### config.mk
export PLATFORM = sky130hd
export DESIGN_NAME = fx_sqrt_tail
export DESIGN_NICKNAME = d
export VERILOG_FILES = /design/src/rtl/fx_pkg.sv /design/src/rtl/fx_sqrt_tail.sv
export SDC_FILE = /design/constraint.sdc
export NUM_CORES = 1
export LEC_CHECK = 0
export ABC_AREA = 1
export ABC_CLOCK_PERIOD_IN_PS = 2450
export CORE_ASPECT_RATIO = 2
export CORE_MARGIN = 10
export CORE_UTILIZATION = 25
export CTS_CLUSTER_SIZE = 12
export DETAILED_ROUTE_END_ITERATION = 10
export PLACE_DENSITY_LB_ADDON = 0.08
export SLEW_MARGIN = 20
export SYNTH_ARGS = -nofsm -noshare
export SYNTH_HDL_FRONTEND = slang
export SYNTH_SLANG_ARGS = --single-unit
### constraint.sdc
create_clock -name clk -period 2.45 [get_ports clk]
set_clock_uncertainty 0.1 [all_clocks]
set_input_delay 0.245 -clock clk [delete_from_list [all_inputs] [get_ports clk]]
set_output_delay 0.245 -clock clk [all_outputs]
set_load 0.05 [all_outputs]
### src/rtl/fx_pkg.sv
// Shared fixed-point package for the inverse-CDF pipeline: FSM state type
// and common Q16.16 constants.
package fx_pkg;

    typedef enum logic [1:0] {
        IDLE = 2'd0,
        CALC = 2'd1,
        DONE = 2'd2
    } fx_state_e;

    localparam logic [31:0] ONE_Q16 = 32'h0001_0000;
    localparam logic [31:0] ZERO_Q  = 32'h0000_0000;

endpackage

### src/rtl/fx_sqrt_tail.sv
// Bit-serial restoring square root of a signed Q(QINT).(QFRAC) radicand, one root bit per cycle.
// Build option: define FX_SQRT_ROUND_EN for round-to-nearest t instead of truncation.
module fx_sqrt_tail
    import fx_pkg::*;
#(
    parameter int WIDTH = 32,
    parameter int QINT  = 16
) (
    input  logic             clk,
    input  logic             rst_n,
    input  logic             valid_in,
    output logic             ready,
    input  logic [WIDTH-1:0] x,
    input  logic             negate_in,
    output logic             valid_out,
    output logic [WIDTH-1:0] t,
    output logic             negate,
    output logic             range_err
);

    localparam int QFRAC = WIDTH - QINT;
    localparam int RW    = WIDTH + QFRAC;
    localparam int ITER  = (WIDTH + QFRAC) / 2;
    localparam int REMW  = ITER + 2;
    localparam int CW    = $clog2(ITER);

    // Handshake: a sample transfers on a rising edge where valid_in && ready;
    // ready depends on state only, valid_out/range_err are high only in DONE.

    fx_state_e         state;
    logic [CW-1:0]     cnt;
    logic [REMW-1:0]   rem;
    logic [ITER-1:0]   root;
    logic [RW-1:0]     rad;
    logic              err_cap;
    logic              neg_cap;

    logic [REMW:0]     rem_sh;
    logic [REMW:0]     trial;
    logic              ge;
    logic [REMW-1:0]   rem_nxt;
    logic [ITER-1:0]   root_nxt;
    logic [WIDTH-1:0]  t_root;
    logic [WIDTH-1:0]  t_fin;

    always_comb begin
        ready     = (state == IDLE) || (state == DONE);
        valid_out = (state == DONE);
        range_err = (state == DONE) && err_cap;
    end

    // Stored remainder never exceeds 2*root, so its top bit is free for the shift.
    always_comb begin
        rem_sh   = {rem[REMW-2:0], rad[RW-1 -: 2]};
        trial    = {1'b0, root, 2'b01};
        ge       = (rem_sh >= trial);
        rem_nxt  = ge ? REMW'(rem_sh - trial) : REMW'(rem_sh);
        root_nxt = {root[ITER-2:0], ge};
        t_root   = {{(WIDTH-ITER){1'b0}}, root_nxt};
`ifdef FX_SQRT_ROUND_EN
        // sqrt(R) >= root + 0.5 exactly when the final remainder exceeds the root
        if ((rem_nxt > {2'b00, root_nxt}) && (t_root != {WIDTH{1'b1}}))
            t_fin = t_root + WIDTH'(1);
        else
            t_fin = t_root;
`else
        t_fin = t_root;
`endif
    end

    always_ff @(posedge clk or negedge rst_n) begin
        if (!rst_n) begin
            state   <= IDLE;
            cnt     <= '0;
            rem     <= '0;
            root    <= '0;
            rad     <= '0;
            err_cap <= 1'b0;
            neg_cap <= 1'b0;
            t       <= '0;
            negate  <= 1'b0;
        end else begin
            case (state)
                IDLE, DONE: begin
                    if (valid_in) begin
                        state   <= CALC;
                        cnt     <= CW'(ITER - 1);
                        rem     <= '0;
                        root    <= '0;
                        rad     <= {x, {QFRAC{1'b0}}};
                        err_cap <= x[WIDTH-1];
                        neg_cap <= negate_in;
                    end else begin
                        state <= IDLE;
                    end
                end
                CALC: begin
                    // A negative radicand keeps root at zero but spends the same cycles.
                    if (!err_cap) begin
                        rem  <= rem_nxt;
                        root <= root_nxt;
                        rad  <= rad << 2;
                    end
                    cnt <= cnt - CW'(1);
                    if (cnt == '0) begin
                        state  <= DONE;
                        t      <= err_cap ? '0 : t_fin;
                        negate <= neg_cap;
                    end
                end
                default: state <= IDLE;
            endcase
        end
    end

endmodule
Yosys cells after proc, flatten, opt, wreduce, memory -nomap -nowiden
Index checks and enable logic that the tools add are counted.
{"block": "word_totals", "register_bits": 139, "out_inout_bits": 36}
{"block": "op_classes", "n_reduce_logical": 10, "addsub": 2, "n_mux": 16, "order_cmp": 1, "eq_ne": 5}
{"cell": "$mux W48", "count": 2}
{"cell": "$pmux W48 S2", "count": 1}
{"cell": "$mux W25", "count": 3}
{"cell": "$mux W24", "count": 3}
{"cell": "$pmux W25 S2", "count": 1}
{"cell": "$pmux W24 S2", "count": 1}
{"cell": "$ge A27 B26 Y1", "count": 1}
{"cell": "$sub A25 B25 Y25", "count": 1}
{"cell": "$pmux W5 S2", "count": 1}
{"cell": "$ne A2 B2 Y1 const B", "count": 3}
{"cell": "$reduce_and A2 Y1", "count": 3}
{"cell": "$logic_not A5 Y1", "count": 1}
{"cell": "$mux W5", "count": 1}
{"cell": "$sub A5 B1 Y5 const B", "count": 1}
{"cell": "$pmux W2 S2", "count": 1}
{"cell": "$reduce_and A3 Y1", "count": 1}
{"cell": "$eq A2 B1 Y1 const B", "count": 1}
{"cell": "$eq A2 B2 Y1 const B", "count": 1}
{"cell": "$logic_not A2 Y1", "count": 1}
{"cell": "$mux W2", "count": 1}
{"cell": "$reduce_bool A2 Y1", "count": 1}
{"cell": "$reduce_or A2 Y1", "count": 1}
{"cell": "$logic_and A1 B1 Y1", "count": 1}
{"cell": "$logic_or A1 B1 Y1", "count": 1}
{"cell": "$mux W1", "count": 1}

Depth between registers and ports, before layout
Gate-level depths: netlist (run 1).
{"block": "logic_depth", "depth_word": 4, "ltp_mapped": 15, "mapped_depth_nobuf": 14}

Worst setup path before layout (run 1)
No wires, ideal clock.
{"block": "synth_timing", "kind": "reg-to-reg", "startpoint": "register rem[12]", "endpoint": "register rem[2]", "synth_period_minus_slack_ns": 1.969, "path_stages_with_launch": 13, "t_required_ns": 2.222, "t_arrival_ns": 1.740, "n_path_buf": 1, "path_slack_ns": 0.481, "setup_ns": 0.128, "path_cell_list": "dfrtp_1 ha_1 nand2_2 inv_1 nand2_1 nand2_1 nand2_1 a21oi_2 nor2_4 buf_2 nand3_1 nand3_1 o21ai_1"}
{"block": "synth_between", "elab_chain_len": 4}
{"element": "start: declaration", "line_no": "fx_sqrt_tail.sv:32", "rtl": "logic [REMW-1:0] rem;"}
{"element": "start signal: assignment", "line_no": "fx_sqrt_tail.sv:100", "rtl": "rem <= rem_nxt;"}
{"element": "$ge A27 B26 Y1", "line_no": "fx_sqrt_tail.sv:56", "rtl": "ge = (rem_sh >= trial);"}
{"element": "$mux W25", "line_no": "fx_sqrt_tail.sv:57", "rtl": "rem_nxt = ge ? REMW'(rem_sh - trial) : REMW'(rem_sh);"}
{"element": "$mux W25", "line_no": "fx_sqrt_tail.sv:99", "rtl": "if (!err_cap) begin"}
{"element": "$pmux W25 S2", "line_no": "fx_sqrt_tail.sv:83", "rtl": "case (state)"}
No other way between the ends. The select of a mux whose other input is x is not followed.
A chain may end at the register's enable or synchronous reset.

Worst setup path after layout (run 1)
{"block": "layout_timing", "startpoint": "register rem[18]", "endpoint": "register rem[16]"}
Same word-level chain as after synthesis.

==> impl_results.md, run 1 <==
- Status: complete, no violations
- Max-cap violations: 0
- FF+latch area: 2878 um2
- Tcrit/Tclk final: between 90 and 100%
- NumNets Final: 1106
- Synthesized cell area: 6858 um2
- Drt pass-1 iters: 4
- Starting Density: 25.39%
- Iter 0 DRT Violations: 240
- Setup CP Type: reg2reg
- Cell Rows: 85
- Vias: roughly 6300
- GPL Wtd Cong: 0.9358
- Die Height: 254.2 um
- Pins over their slew limit: 0
- Synth-to-Final Area Change: 31.20%
- Hold_ws: approximately 0.22 ns
- Crit path max fanout: 5
- Post-DP Area: 8257 um2
- Die ar.: 34860 um2
- Final wirelength: 23.53 mm
- H-Tree Depth: 4
- Share of cells above drive strength 1: 12.25%
- Clock latency on the worst-skew pair: 0.45 ns
- Avg WL per Cell: between 15 and 20 um
- Sinks on Clock Net: 115
- Fill cells: 3006
- Actual slew at the worst max-slew pin: 0.5860 ns
- Core area: 27010 um2
- Crit. End Element: flip-flop
- Hold Path Class: in2async
- CTS tree: yes
- CP startpoint kind: flip-flop
- Global-route wire length before repair: 36.78 mm
- Chip width: 137.1 um
- Root Buffer: clkbuf_16
- Synth Instances: 932
- Vias per cell: 4.478
- DRC violations left: 0
- Antenna diodes: 0
- Headroom to the max-slew limit: 60.84%
- Remaining antenna violation count after routing: 0
- Time the worst path needs with I/O delays and setup: 2.312 ns
- Largest net degree at the start of global routing: 84
- Number of global-route vias before repair: 6664
- Worst endpoint required time: 2.72 ns
- Initial antenna violation count: 0
- Finish-stage setup viols: 0
- Clock slew at reported path FFs: roughly 0.060 ns
- Global-route usage over all layers: 14.13%
- Multi-input gate area: 3307 um2
- Netlist cell types: 34
- Syn_area_per_cell: 7.358 um2
- Design area: 8997 um2
- Clock tree buffer depth: 2
- Detailed placement HPWL: about 18 mm
- Port-buffer cells: 63
- Arrival time worst endpoint: 2.58 ns
- Synthesis-stage register bit count: between 100 and 150
- Most common cell after layout, fill and taps aside: nand2_1
- Synth Warn #: 0
- Most frequent cells in the layout: nand2_1 (286), inv_1 (156), dfrtp_1 (115)
- Final hold vios: 0
- Sequential fraction of the synthesis area: 41.96%
- Num CTS Buffers: 17
- F_max: 432.5 MHz
- Grt ovf: 0
- I/O pins: 72
path summary, 6_finish.rpt:
| kind | startpoint | to | slack (ns) | cells past startpoint |
|---|---|---|---|---|
| worst min-delay path | rst_n | state[0] | 0.22 | 2 |
| min in group clk | negate_in | neg_cap | 0.25 | 3 |
| worst min register to register | neg_cap | negate | 0.37 | 2 |
| max in group asynchronous | rst_n | root[9] | 1.43 | 3 |
| worst max-delay path | rem[18] | rem[16] | 0.14 | 13 |
| worst max register to register | rem[18] | rem[16] | 0.14 | 13 |
registers in the layout, indices dropped and copies added (netlist names):
name     count
t           24
state        2
cnt          5
rem         25
rad         32
neg_cap      1
err_cap      1
negate       1
root        24
kinds of logic (layout without fill, tap and decap cells):
family | count (synthesis) | after routing | share of synthesized area (%)
AND/OR/NAND/NOR | 426 | 426 | 26.86
buffers and inverters | 201 | 315 | 12.10
AO/OA/AOI/OAI | 152 | 152 | 12.77
flip-flops | 115 | 115 | 41.96
adder cells (fa/ha/maj) | 28 | 28 | 5.109
XOR/XNOR | 9 | 9 | 1.149
other | 1 | 8 | 0.05468
synth_stat cells:
cell / number / area (um2)
nand2_1: 287 / 1077
inv_1: 156 / 585.6
dfrtp_1: 115 / 2878
o21ai_0: 71 / 355.3
nand3_1: 70 / 350.3
nor2_1: 32 / 120.1
o211ai_1: 30 / 225.2
ha_1: 28 / 350.3
o22ai_1: 23 / 143.9
a21oi_1: 20 / 100.1
clkbuf_1: 14 / 52.55
buf_2: 12 / 60.06
buf_4: 10 / 75.07
nand3b_1: 9 / 67.56
xnor2_1: 8 / 70.07
nand2_2: 6 / 37.54
nand4_1: 6 / 37.54
nor2_2: 4 / 25.02
o21ai_1: 4 / 20.02
buf_6: 3 / 33.78
inv_2: 3 / 11.26
nor2_4: 3 / 33.78
nor3_1: 3 / 15.01
o21bai_1: 3 / 22.52
buf_1: 2 / 7.510
nor4_1: 2 / 12.51
a21oi_2: 1 / 8.760
and2_1: 1 / 6.260
clkinv_1: 1 / 3.750
conb_1: 1 / 3.750
nand2_8: 1 / 20.02
nand3_4: 1 / 17.52
nor4_4: 1 / 21.27
xor2_1: 1 / 8.760
through the flow:
stage | TNS [ns] | std cells | utilization [%] | worst slack [ns]
final | 0 | 1401 | 33.31 | 0.1381
after global routing | -0.0001272 | 1401 | 33.31 | -0.0001272
after CTS | 0 | 1400 | 32.78 | 0.01245
after detailed placement | 0 | 1369 | 30.57 | 0.03772
after global placement | 0 | 1369 | 30.57 | 0.02363
after floorplan | 0 | 939 | - | 0.4815
critical path, stage by stage (launching register included):
cell	delay, ns
dfrtp_1	0.39
ha_1	0.36
nand2_1	0.13
nor2_2	0.16
nand2_1	0.09
nor2_1	0.13
nand2_1	0.08
nand2_2	0.09
nor2_4	0.06
buf_4	0.13
buf_4	0.15
nand3b_1	0.09
nand3_1	0.16
nand2_1	0.11
layer usage:
layer,part of all wire (%),vias to the layer above,GRT usage (%)
li1,-,3172,-
met1,36,2955,13.51
met2,58,108,27.27
met3,2.9,39,3.055
met4,3.1,0,6.776
met5,0,-,0
what timing repair did:
| action | in CTS | in global routing |
|---|---|---|
| endpoints found under the setup margin | 0 | 25 |
| endpoints found under the hold margin | 29 | 0 |
| buffers inserted | 0 | 1 |
| gates resized for setup | 0 | 23 |
| hold buffers | 1 | 0 |
final cells by class:
class	count	area share [%]
sequential	115	31.98
multi-input combinational	623	36.75
inverter	160	6.675
tap	348	4.839
clock buffer	26	5.771
timing repair buffer	125	13.20
clock inverter	4	0.7788
Power of run 1 is left out: the tool's default activity adds up to more than one toggle a clock period on the data nets, which glitch-free logic cannot reach.
==> run 2: changes to the inputs <==
--- a/config.mk
+++ b/config.mk
@@ -7,9 +7,11 @@
 export LEC_CHECK = 0
 export ABC_AREA = 1
 export ABC_CLOCK_PERIOD_IN_PS = 2450
+export CELL_PAD_IN_SITES_DETAIL_PLACEMENT = 1
+export CELL_PAD_IN_SITES_GLOBAL_PLACEMENT = 2
 export CORE_ASPECT_RATIO = 2
 export CORE_MARGIN = 10
-export CORE_UTILIZATION = 25
+export CORE_UTILIZATION = 33
 export CTS_CLUSTER_SIZE = 12
 export DETAILED_ROUTE_END_ITERATION = 10
 export PLACE_DENSITY_LB_ADDON = 0.08
==> impl_results.md, run 2 (synthesized netlist as in run 1, its figures left out) <==
- Post-DP Area: 8049 um2
- Crit path max fanout: 15
- Time the worst path needs with I/O delays and setup: 2.275 ns
- GPL Wtd Cong: 0.8655
- Sinks on Clock Net: approximately 120
- Finish-stage setup viols: 0
- Max-cap violations: 0
- Global-route wire length before repair: 37.12 mm
- Share of cells above drive strength 1: 10.68%
- F_max: 439.5 MHz
- Util after Layout: 42.25%
- Hold Path Class: in2async
- Final hold vios: 0
- Actual slew at the worst max-slew pin: 0.7889 ns
- Die ar.: 27300 um2
- Cell Rows: 74
- Core area: 20460 um2
- Crit. End Element: flip-flop
- Clock slew at reported path FFs: 0.06 ns
- Setup tns final: 0 ns
- Biggest register: rad
- I/O pins: 72
- H-Tree Depth: 4
- Setup CP Type: reg2reg
- Remaining antenna violation count after routing: 0
- Port-buffer cells: 63
- Antenna diodes: 0
- NumNets Final: 1091
- Clock tree buffer depth: 2
- Initial antenna violation count: 0
- Iter 0 DRT Violations: ~180
- Tcrit/Tclk final: 92.86%
- Post-CTS Repair Setup Buffers: 0
- Design area: 8646 um2
- Largest registers: rad x32, rem x25
- Most common cell after layout, fill and taps aside: nand2_1
- Largest net degree at the start of global routing: 69
- Synth-to-Final Area Change: 26.07%
- DRC violations left: 0
- Most frequent cells in the layout: nand2_1 (285), inv_1 (156), dfrtp_1 (115)
- Headroom to the max-slew limit: between 40% and 50%
- Root Buffer: clkbuf_16
- Drt pass-1 iters: 4
- Max reg flops: 32
- Worst endpoint required time: 2.65 ns
- Final wirelength: 23.18 mm
- Vias: about 6300
- Avg WL per Cell: 17.76 um
- Fill cells: between 2000 and 3000
- Number of global-route vias before repair: 6989
- Die Height: 223.9 um
- Grt ovf: 0
- Chip width: 121.9 um
- CTS tree: yes
- Place WS: 0.005083 ns
- Pins over their slew limit: 0
- Detailed placement HPWL: 18.33 mm
- Setup ws final: between 0.15 and 0.2 ns
- CP startpoint kind: flip-flop
- Reg2reg start: rem[14]
- Status: complete, no violations
- Starting Density: 33.51%
- Global-route usage over all layers: 17.52%
- Clock latency on the worst-skew pair: 0.42 ns
- Crit. Startpoint: rem[14]
- Arrival time worst endpoint: 2.47 ns
- Num CTS Buffers: 17
- Vias per cell: 4.846
-- run 2: cell types whose count changed in the layout (fill, tap and decap cells not counted), sizes merged --
cell / change
buf: -15
clkinv: +8
clkbuf: -6
bufinv: -2
clkinvlp: +1
-- run 2: repair_timing --
action                                  4_1_cts  5_1_grt
gates cloned                                  0        0
endpoints found under the hold margin        38        0
gates resized for setup                       1       20
endpoints found under the setup margin        1       26
hold buffers                                  1        0
pin swaps                                     0        0
-- run 2: path summary, 6_finish.rpt --
kind,endpoint,slack [ns],depth (start not counted)
min reg2reg,negate,0.37,2
max,rem[7],0.17,11
min,rad[25],0.27,2
min in group clk,neg_cap,0.27,3
max in group asynchronous,root[3],1.38,3
max reg2reg,rem[7],0.17,11
-- run 2: final cells by class --
| class | count | area, um2 | share of cell area [%] |
|---|---|---|---|
| multi-input cells | 623 | 3244 | 37.53 |
| repair buffers | 110 | 1079 | 12.47 |
| clock inverters | 11 | 65.06 | 0.7525 |
| flip-flops and latches | 115 | 2878 | 33.29 |
| clock buffers | 20 | 446.7 | 5.166 |
| well taps | 266 | 332.8 | 3.849 |
| inverters | 160 | 600.6 | 6.946 |
-- run 2: metal layers --
| metal | wire [um] | vias to the layer above | global-route usage [%] |
|---|---|---|---|
| li1 | - | 3135 | - |
| met1 | 8700 | 3063 | 17.58 |
| met2 | 12950 | 89 | 32.54 |
| met3 | 681 | 37 | 4.056 |
| met4 | 846 | 0 | 8.311 |
| met5 | 0 | - | 0 |
-- run 2: through the flow --
stage | std cells | hold WS (ns)
detailed placement | 1273 | 0.1946
CTS | 1305 | 0.2572
global placement | 1273 | 0.2003
floorplan | 939 | -0.1506
finish | 1305 | 0.2667
global route | 1305 | 0.2879
-- run 2: worst max-delay path, cell delays in order (launching register included) --
cell and delay (ns):
dfrtp_1 0.43, ha_2 0.40, nand2_2 0.13, nor2_1 0.25
nand2_1 0.11, a21oi_2 0.19, nor2_4 0.09, nand2_8 0.09
buf_12 0.15, nand2_1 0.06, nand3_1 0.07, o21ai_0 0.08
Power of run 2 is left out for the same reason.
==> run 3: changes to the inputs <==
--- a/config.mk
+++ b/config.mk
@@ -6,15 +6,15 @@
 export NUM_CORES = 1
 export LEC_CHECK = 0
 export ABC_AREA = 1
-export ABC_CLOCK_PERIOD_IN_PS = 2450
+export ABC_CLOCK_PERIOD_IN_PS = 1900
 export CELL_PAD_IN_SITES_DETAIL_PLACEMENT = 1
 export CELL_PAD_IN_SITES_GLOBAL_PLACEMENT = 2
 export CORE_ASPECT_RATIO = 2
 export CORE_MARGIN = 10
-export CORE_UTILIZATION = 33
+export CORE_UTILIZATION = 30
 export CTS_CLUSTER_SIZE = 12
 export DETAILED_ROUTE_END_ITERATION = 10
-export PLACE_DENSITY_LB_ADDON = 0.08
+export PLACE_DENSITY = 0.88
 export SLEW_MARGIN = 20
 export SYNTH_ARGS = -nofsm -noshare
 export SYNTH_HDL_FRONTEND = slang
==> constraint.sdc (replaced) <==
create_clock -name clk -period 1.9 [get_ports clk]
set_clock_uncertainty 0.1 [all_clocks]
set_input_delay 0.19 -clock clk [delete_from_list [all_inputs] [get_ports clk]]
set_output_delay 0.19 -clock clk [all_outputs]
set_load 0.05 [all_outputs]
==> impl_results.md, run 3 (synthesized netlist as in run 1, its figures left out) <==
- Setup tns final: -8.468 ns
- RSZ-0062 raised after global routing: yes
- Clock tree buffer depth: 2
- I/O pins: between 70 and 80
- Num CTS Buffers: 17
- Detailed placement HPWL: around 20 mm
- Root Buffer: clkbuf_16
- Chip width: 126.9 um
- Status: finished with violations
- H-Tree Depth: 4
- DRC violations left: 0
- Setup CP Type: reg2reg
- GPL Wtd Cong: approximately 0.94
- Headroom to the max-slew limit: 63.39%
- Most common cell after layout, fill and taps aside: nand2_1
- Drt pass-1 iters: 6
- Crit path max fanout: 7
- Largest registers: rad x32, rem x25
- Sinks on Clock Net: ~120
- Port-buffer cells: 63
- Max reg flops: 32
- Hold_ws: 0.1450 ns
- Setup ws final: -0.3527 ns
- CP startpoint kind: flip-flop
- Synth-to-Final Area Change: 50.67%
- Register-to-register setup slack: -0.35 ns
- Antenna diodes: 0
- Finish-stage setup viols: 27
- Final hold vios: 0
- Starting Density: 30.29%
- Largest net degree at the start of global routing: 69
- Die Height: 233.8 um
- Final wirelength: roughly 27 mm
- Cell Rows: 78
- Actual slew at the worst max-slew pin: 0.5513 ns
- Failing checks: setup timing
- Pins over their slew limit: 0
- Crit. End Element: flip-flop
- Place WS: -0.5325 ns
- NumNets Final: 1213
- Vias: 7116
- Die ar.: 29670 um2
- Most frequent cells in the layout: nand2_1 (261), buf_4 (150), inv_1 (140)
- Post-Place Cells: 1378
- F_max: approximately 440 MHz
- Vias per cell: 4.935
- Grt ovf: 0
- Iter 0 DRT Violations: 315
- Global-route wire length before repair: 40.63 mm
- Core area: 22640 um2
- Number of global-route vias before repair: around 7900
- Arrival time worst endpoint: roughly 2.5 ns
- Hold Path Class: in2async
- Non-Filler Instances: 1442
- Max-cap violations: 0
- Global-route usage over all layers: 17.66%
- Remaining antenna violation count after routing: 0
- Time the worst path needs with I/O delays and setup: 2.253 ns
- Tcrit/Tclk final: 118.6%
- Clock latency on the worst-skew pair: ~0.43 ns
- Biggest register: rad
- Avg WL per Cell: 18.55 um
- Clock slew at reported path FFs: 0.06 ns
- Worst endpoint required time: between 2 and 2.5 ns
- Share of cells above drive strength 1: 27.37%
- CTS tree: yes
- Initial antenna violation count: 0
run 3: cell count changes in the layout (fill, tap and decap cells not counted), moves of 16 or more:
cell             previous run  this run
clkdlybuf4s50_1            62        34
inv_1                     156       140
ha_4                        2        24
nand2_2                     8        24
buf_4                      38       150
nand2_1                   285       261
dlygate4sd2_1               0        23
run 3: final timing paths:
path	from	end	depth (start not counted)
worst min-delay path	rst_n	negate	2
worst min register to register	negate	negate	2
max in group asynchronous	rst_n	rem[15]	3
min in group clk	negate_in	neg_cap	3
worst max-delay path	rem[13]	rem[18]	14
worst max register to register	rem[13]	rem[18]	14
run 3: area by class of cell:
| type | instances | area, um2 |
|---|---|---|
| clock inverter | 11 | 173.9 |
| inverter | 160 | 606.8 |
| sequential | 115 | 2879 |
| timing repair buffer | 231 | 2102 |
| fill | 2775 | 12310 |
| tap | 280 | 350.3 |
| multi-input combinational | 624 | 3750 |
| clock buffer | 21 | 470.5 |
run 3: worst max-delay path: stages (launching register included):
cell       delay [ns]
dfrtp_1          0.43
ha_4             0.35
nand2_4          0.07
nor2_4           0.16
nand2_2          0.09
nor2_4           0.13
nand2_2          0.07
nand2_2          0.09
nor2_4           0.05
buf_6            0.13
nand2_8          0.12
clkbuf_16        0.16
nand3_1          0.08
nand2_1          0.06
nand2_1          0.04
run 3: metrics by stage:
stage / area, um2 / utilization [%]
floorplan: 7084 / -
global placement: 9000 / 39.75
detailed placement: 9000 / 39.75
CTS: 10020 / 44.24
global route: 10330 / 45.63
finish: 10330 / 45.63
run 3: repair_timing:
action	4_1_cts	5_1_grt
buffers inserted	16	11
endpoints found under the hold margin	27	0
hold buffers	1	0
cloned	1	3
gates resized for setup	90	41
setup endpoints to repair	59	98
pin swaps	8	14
run 3: metal layers:
| metal | up-vias | global-route usage, % | share of wire (%) |
|---|---|---|---|
| li1 | 3389 | - | - |
| met1 | 3497 | 14.21 | 32 |
| met2 | 150 | 35.48 | 58 |
| met3 | 80 | 3.551 | 2.7 |
| met4 | 0 | 13.44 | 7.0 |
| met5 | - | 0 | 0 |
Power of run 3 is left out for the same reason.
